## config.mk

```make
export PLATFORM = sky130hd
export DESIGN_NAME = matrix_scan
export DESIGN_NICKNAME = d
export VERILOG_FILES = /design/src/rtl/matrix_scan.sv
export SDC_FILE = /design/constraint.sdc
export NUM_CORES = 1
export LEC_CHECK = 0
export CELL_PAD_IN_SITES_DETAIL_PLACEMENT = 1
export CELL_PAD_IN_SITES_GLOBAL_PLACEMENT = 1
export CORE_ASPECT_RATIO = 0.6
export CORE_MARGIN = 3
export CORE_UTILIZATION = 43
export DETAILED_ROUTE_END_ITERATION = 8
export DONT_BUFFER_PORTS = 1
export GPL_TIMING_DRIVEN = 0
export PLACE_DENSITY = 0.87
export SLEW_MARGIN = 20
export SYNTH_ARGS = -nofsm -noshare
export SYNTH_HDL_FRONTEND = slang
export SYNTH_SLANG_ARGS = --single-unit
```

## constraint.sdc

```tcl
create_clock -name clk_i -period 2.2 [get_ports clk_i]
set_input_delay 0.33 -clock clk_i [delete_from_list [all_inputs] [get_ports clk_i]]
set_output_delay 0.33 -clock clk_i [all_outputs]
set_load 0.03 [all_outputs]
```

## src/rtl/matrix_scan.sv

```systemverilog
// matrix_scan: column-multiplexed driver for a gs x gs LED matrix.
//   Latches a flat frame from the game logic, scans it one column at a time,
//   and after FRAMES full refreshes pulses e_act_o so the game logic can
//   compute its next step.
//
// Ports
//   clk_i       in   1      system clock
//   reset_ni    in   1      synchronous reset, active low
//   matrix_i    in   gs*gs  frame from game logic; bit x*gs+y = column x, row y
//   d_act_i     in   1      frame valid; matrix_i may be latched
//   col_sel_o   out  gs     one-hot column select (all-zero outside SCAN)
//   row_data_o  out  gs     row levels for the selected column
//   e_act_o     out  1      one-cycle request for the next game step
//   scan_o      out  1      high while scanning
//
// Optional feature macro: SCAN_BLANK_EN
//   When defined, row_data_o is blanked during the first cycle (dwell==0) of
//   every column to suppress ghosting. Column timing is unaffected.
module matrix_scan #(
  parameter int unsigned gs     = 8,
  parameter int unsigned DIV_W  = 10,
  parameter int unsigned FRAMES = 4
) (
  input  logic             clk_i,
  input  logic             reset_ni,
  input  logic [gs*gs-1:0] matrix_i,
  input  logic             d_act_i,
  output logic [gs-1:0]    col_sel_o,
  output logic [gs-1:0]    row_data_o,
  output logic             e_act_o,
  output logic             scan_o
);

  localparam int unsigned CW = (gs > 1) ? $clog2(gs) : 1;
  localparam int unsigned FW = 8;
  localparam int unsigned MW = gs * gs;

  typedef enum logic [1:0] {
    S_IDLE = 2'd0,
    S_SCAN = 2'd1,
    S_REQ  = 2'd2,
    S_WAIT = 2'd3
  } state_t;

  state_t          state_q, state_d;
  logic [MW-1:0]   frame_q, frame_d;
  logic [CW-1:0]   col_q, col_d;
  logic [DIV_W-1:0] dwell_q, dwell_d;
  logic [FW-1:0]   fcnt_q, fcnt_d;

  logic [gs-1:0]   col_sel_d;
  logic [gs-1:0]   row_data_d;
  logic            e_act_d;
  logic            scan_d;

  // State, counters, frame buffer and registered outputs.
  always_ff @(posedge clk_i) begin
    if (!reset_ni) begin
      state_q    <= S_IDLE;
      frame_q    <= '0;
      col_q      <= '0;
      dwell_q    <= '0;
      fcnt_q     <= '0;
      col_sel_o  <= '0;
      row_data_o <= '0;
      e_act_o    <= 1'b0;
      scan_o     <= 1'b0;
    end else begin
      state_q    <= state_d;
      frame_q    <= frame_d;
      col_q      <= col_d;
      dwell_q    <= dwell_d;
      fcnt_q     <= fcnt_d;
      col_sel_o  <= col_sel_d;
      row_data_o <= row_data_d;
      e_act_o    <= e_act_d;
      scan_o     <= scan_d;
    end
  end

  // Next state and counters.
  always_comb begin
    state_d = state_q;
    frame_d = frame_q;
    col_d   = col_q;
    dwell_d = dwell_q;
    fcnt_d  = fcnt_q;

    unique case (state_q)
      S_IDLE: begin
        if (d_act_i) begin
          frame_d = matrix_i;
          col_d   = '0;
          dwell_d = '0;
          fcnt_d  = '0;
          state_d = S_SCAN;
        end
      end

      S_SCAN: begin
        // dwell is exactly DIV_W bits, so the increment wraps at D-1 on its own.
        dwell_d = dwell_q + DIV_W'(1);
        if (&dwell_q) begin
          if (col_q == CW'(gs - 1)) begin
            col_d = '0;
            if (fcnt_q == FW'(FRAMES - 1)) begin
              fcnt_d  = '0;
              state_d = S_REQ;
            end else begin
              fcnt_d = fcnt_q + FW'(1);
            end
          end else begin
            col_d = col_q + CW'(1);
          end
        end
      end

      S_REQ: begin
        state_d = S_WAIT;
      end

      S_WAIT: begin
        // Game logic advanced on the REQ edge; take its frame only if valid.
        if (d_act_i) begin
          frame_d = matrix_i;
        end
        col_d   = '0;
        dwell_d = '0;
        state_d = S_SCAN;
      end

      default: begin
        state_d = S_IDLE;
      end
    endcase
  end

  // Outputs are derived from next-state values so they change on the same edge.
  always_comb begin
    col_sel_d  = '0;
    row_data_d = '0;
    e_act_d    = (state_d == S_REQ);
    scan_d     = (state_d == S_SCAN);

    if (state_d == S_SCAN) begin
      col_sel_d  = gs'(1) << col_d;
      row_data_d = frame_d[32'(col_d) * gs +: gs];
`ifdef SCAN_BLANK_EN
      if (dwell_d == '0) begin
        row_data_d = '0;
      end
`else
`endif
    end
  end

endmodule

```

==> results_dict.tcl <==
set metrics [dict create \
    status "finished, violations left" \
    violations "setup timing" \
    grt_antenna_before_repair 1 \
    synth_warnings 0 \
    cts_hold_buf 0 \
    ys_seq_area_share_pct 41.4 \
    finalSetupViolations 22 \
    fp.dieW_um 146 \
    synthSimpleGateAreaFrac_pct 21.1 \
    track_usage_pct 29.3 \
    grt_pass1_wl_um 30000 \
    syn_area_per_cell_um2 8.92 \
    p_leak_nw 2.39 \
    hold_path.class "primary input to register" \
    avgRoutedWirePerCell_um 28.4 \
    routabilityCongestion 0.870 \
    initial_utilization_pct 44.5 \
    reg2reg_slack_ns -0.27 \
    power_density_mw_per_mm2 714 \
    hold_viol_final 0 \
    rr_worst_depth 11 \
    final_core_util_pct 57.4 \
    fmax_mhz 404 \
    fin_ws_ns -0.273 \
    syn-cell-area_mm2 0.00507 \
    clock-sinks 105 \
    vdd_ir_drop_max_mv 0.371 \
    ys.flop_type "dfxtp_1" \
    synthMuxAreaShare_pct 12.5 \
    period_needed_ns 2.47 \
    via_per_inst 6.54 \
    grt_pass1_vias 5127 \
    start_kind "register" \
    core-area_mm2 0.0114 \
    synth_most_common_cell "nand2_1" \
    nNetsFinal 686 \
    yosys.area.top_type "dfxtp_1" \
    syn_inst 569 \
    worstHoldStart "matrix_i[58]" \
    tightestPinTransition_ns 0.686 \
    synth_top_family_by_area "simple AND/OR/NAND/NOR gates" \
    fin_tns_setup_ns -2.52 \
    dp.cells 729 \
    cp_data_arrival_time_ns 2.75 \
    synth_edf_count 0 \
    crit-reg2reg-launch "col_q[1]$_SDFF_PN0_" \
    max-slew-margin-rel_pct 54.3 \
    hold_end "frame_q[58]$_SDFF_PN0_" \
    end_kind "register" \
    synth_compound_area_share_pct 15.9 \
    grt_max_degree 19 \
    tritoncts "yes" \
    maxCapViolCount 0 \
    grt-ovfl-total 0 \
    worst_r2r_endpoint "row_data_o[2]$_SDFF_PN0_" \
    drt_pass1_iterations 5 \
    crit_path_max_fanout 8 \
    routed_wl_um 22000 \
    critical_path_class "register to register" \
    whs_path_depth 2 \
    synthAdderAreaFrac_pct 1.97 \
    die-height_um 90.1 \
    antennaDiodeCount 0 \
    slew_viol_final 0 \
    postRouteAntennaNets 0 \
    syn2layout_area_growth_pct 29.1 \
    rsz0062_at_grt "yes" \
    ios 85 \
    via_count 5076 \
    n_fill_cell 1265 \
    synthXorXnorAreaFrac_pct 2.24 \
    row_count 30 \
    synth-seq-cells 105 \
    clock_skew_ns 0.0164 \
    synth_largest_type_area_fraction_pct 41.4 \
    root_buffer "clkbuf_16" \
    port_buffers 0 \
    die_area_mm2 0.0132 \
    cts_buffer_depth 2 \
    clk_pin_slew_worst_paths_ns 0.08 \
    synth_area_leaders "dfxtp_1 41%, nand2_1 13%, mux4_2 5.3%" \
    synth.distinct_cells 52 \
    holdWs_ns 0.0908 \
    syn_nets 644 \
    dp_hpwl_um 12000 \
    clock_latency_ns 0.37 \
    cp.required_ns 2.47 \
    post-route-drc-count 0 \
    timing.final.crit_share_pct 112 \
    async_flop_share_pct 0 \
    h-tree-depth 3 \
    final_cells 776 \
    synth.top_cells.by_count "170 x nand2_1, 105 x dfxtp_1, 37 x a21oi_1" \
    drtIter0Drc 610 \
    drive_above_1_share_pct 27.9 \
    numCtsBuffers 9 \
]
==> per-layer routing <==
| layer | routed length (µm) | GRT usage, % |
|---|---|---|
| met1 | 8670 | 38.4 |
| met2 | 9740 | 44.8 |
| met3 | 2600 | 10.3 |
| met4 | 986 | 10.6 |
| met5 | 7 | 0 |
==> report_power, final <==
part	internal, mW	switching, mW
Combinational	0.340	0.479
Clock	0.897	0.837
Sequential	2.01	0.112
==> cell usage in the layout, fill, tap and decap left out, drive strengths merged, types with 2 or more instances in the layout <==
master,instances
a32o,16
mux4,16
a2bb2oi,2
clkinvlp,2
o32ai,8
xor2,9
buf,50
inv,7
clkinv,4
or3,3
o21ai,8
ha,8
nand2b,3
a21oi,37
nand4,11
and4,2
clkbuf,27
nor2b,5
xnor2,4
nand3,7
dfxtp,105
nand2,170
nor3,8
mux2i,26
a21boi,32
and3,5
o311ai,2
nor2,27
==> registers in the layout (all words and copies together), names as in the netlist <==
register	flops
col_q	3
e_act_o	1
col_sel_o	8
dwell_q	10
state_q	2
row_data_o	8
scan_o	1
fcnt_q	8
frame_q	64
==> worst max-delay path, cell delays in order, from the launching register on <==
cell	delay, ns
dfxtp_4	0.37
ha_4	0.18
ha_4	0.17
nor4b_4	0.22
nand4_1	0.16
buf_4	0.19
nand3_4	0.11
buf_12	0.15
buf_4	0.14
nand2_1	0.12
a32o_1	0.30
o32ai_2	0.26
==> metrics by stage <==
step | instance area [µm²] | worst slack [ns] | total power [mW]
6_report | 6550 | -0.273 | 4.67
5_1_grt | 6550 | -0.322 | 4.80
4_1_cts | 6210 | -0.0712 | 4.46
3_5_place_dp | 5290 | -0.814 | 2.71
3_3_place_gp | 5290 | -0.597 | 2.67
2_1_floorplan | 5090 | 0.0198 | 2.54
==> what timing repair did <==
| action | in CTS | in global routing |
|---|---|---|
| setup endpoints to repair | 98 | 88 |
| buffers inserted | 25 | 8 |
| resized for setup | 98 | 63 |
| gates cloned | 1 | 0 |
| pin swaps | 15 | 15 |
==> final cells by class <==
cell class / instances / area [µm²] / share of cell area (%)
Multi-Input combinational cell: 420 / 3270 / 49.9
Sequential cell: 105 / 2130 / 32.5
Timing Repair Buffer: 34 / 320 / 4.89
Buffer: 34 / 298 / 4.55
Clock buffer: 9 / 225 / 3.44
Tap cell: 160 / 200 / 3.06
Clock inverter: 7 / 80.1 / 1.22
Inverter: 7 / 30.0 / 0.459
==> worst max path at each step <==
stage | from | end | slack (ns) | cells after the start
floorplan | state_q[0]$_SDFF_PN0_ | row_data_o[6]$_SDFF_PN0_ | 0.02 | 8
global placement | state_q[0]$_SDFF_PN0_ | frame_q[28]$_SDFF_PN0_ | -0.60 | 9
detailed placement | state_q[0]$_SDFF_PN0_ | frame_q[29]$_SDFF_PN0_ | -0.81 | 9
CTS | col_q[0]$_SDFF_PN0_ | row_data_o[7]$_SDFF_PN0_ | -0.07 | 10
global route | dwell_q[1]$_SDFFE_PN0P_ | row_data_o[7]$_SDFF_PN0_ | -0.32 | 9
finish | col_q[1]$_SDFF_PN0_ | row_data_o[2]$_SDFF_PN0_ | -0.27 | 11
==> cells by family (layout without fill, tap and decap cells) <==
kind of cell / after synthesis / in the layout
xor+xnor: 13 / 13
buf+inv: 44 / 91
compound gates: 110 / 110
fa+ha+maj: 8 / 8
mux: 42 / 42
flops: 105 / 105
simple gates: 247 / 247
Power figures use the tool's default switching activity.
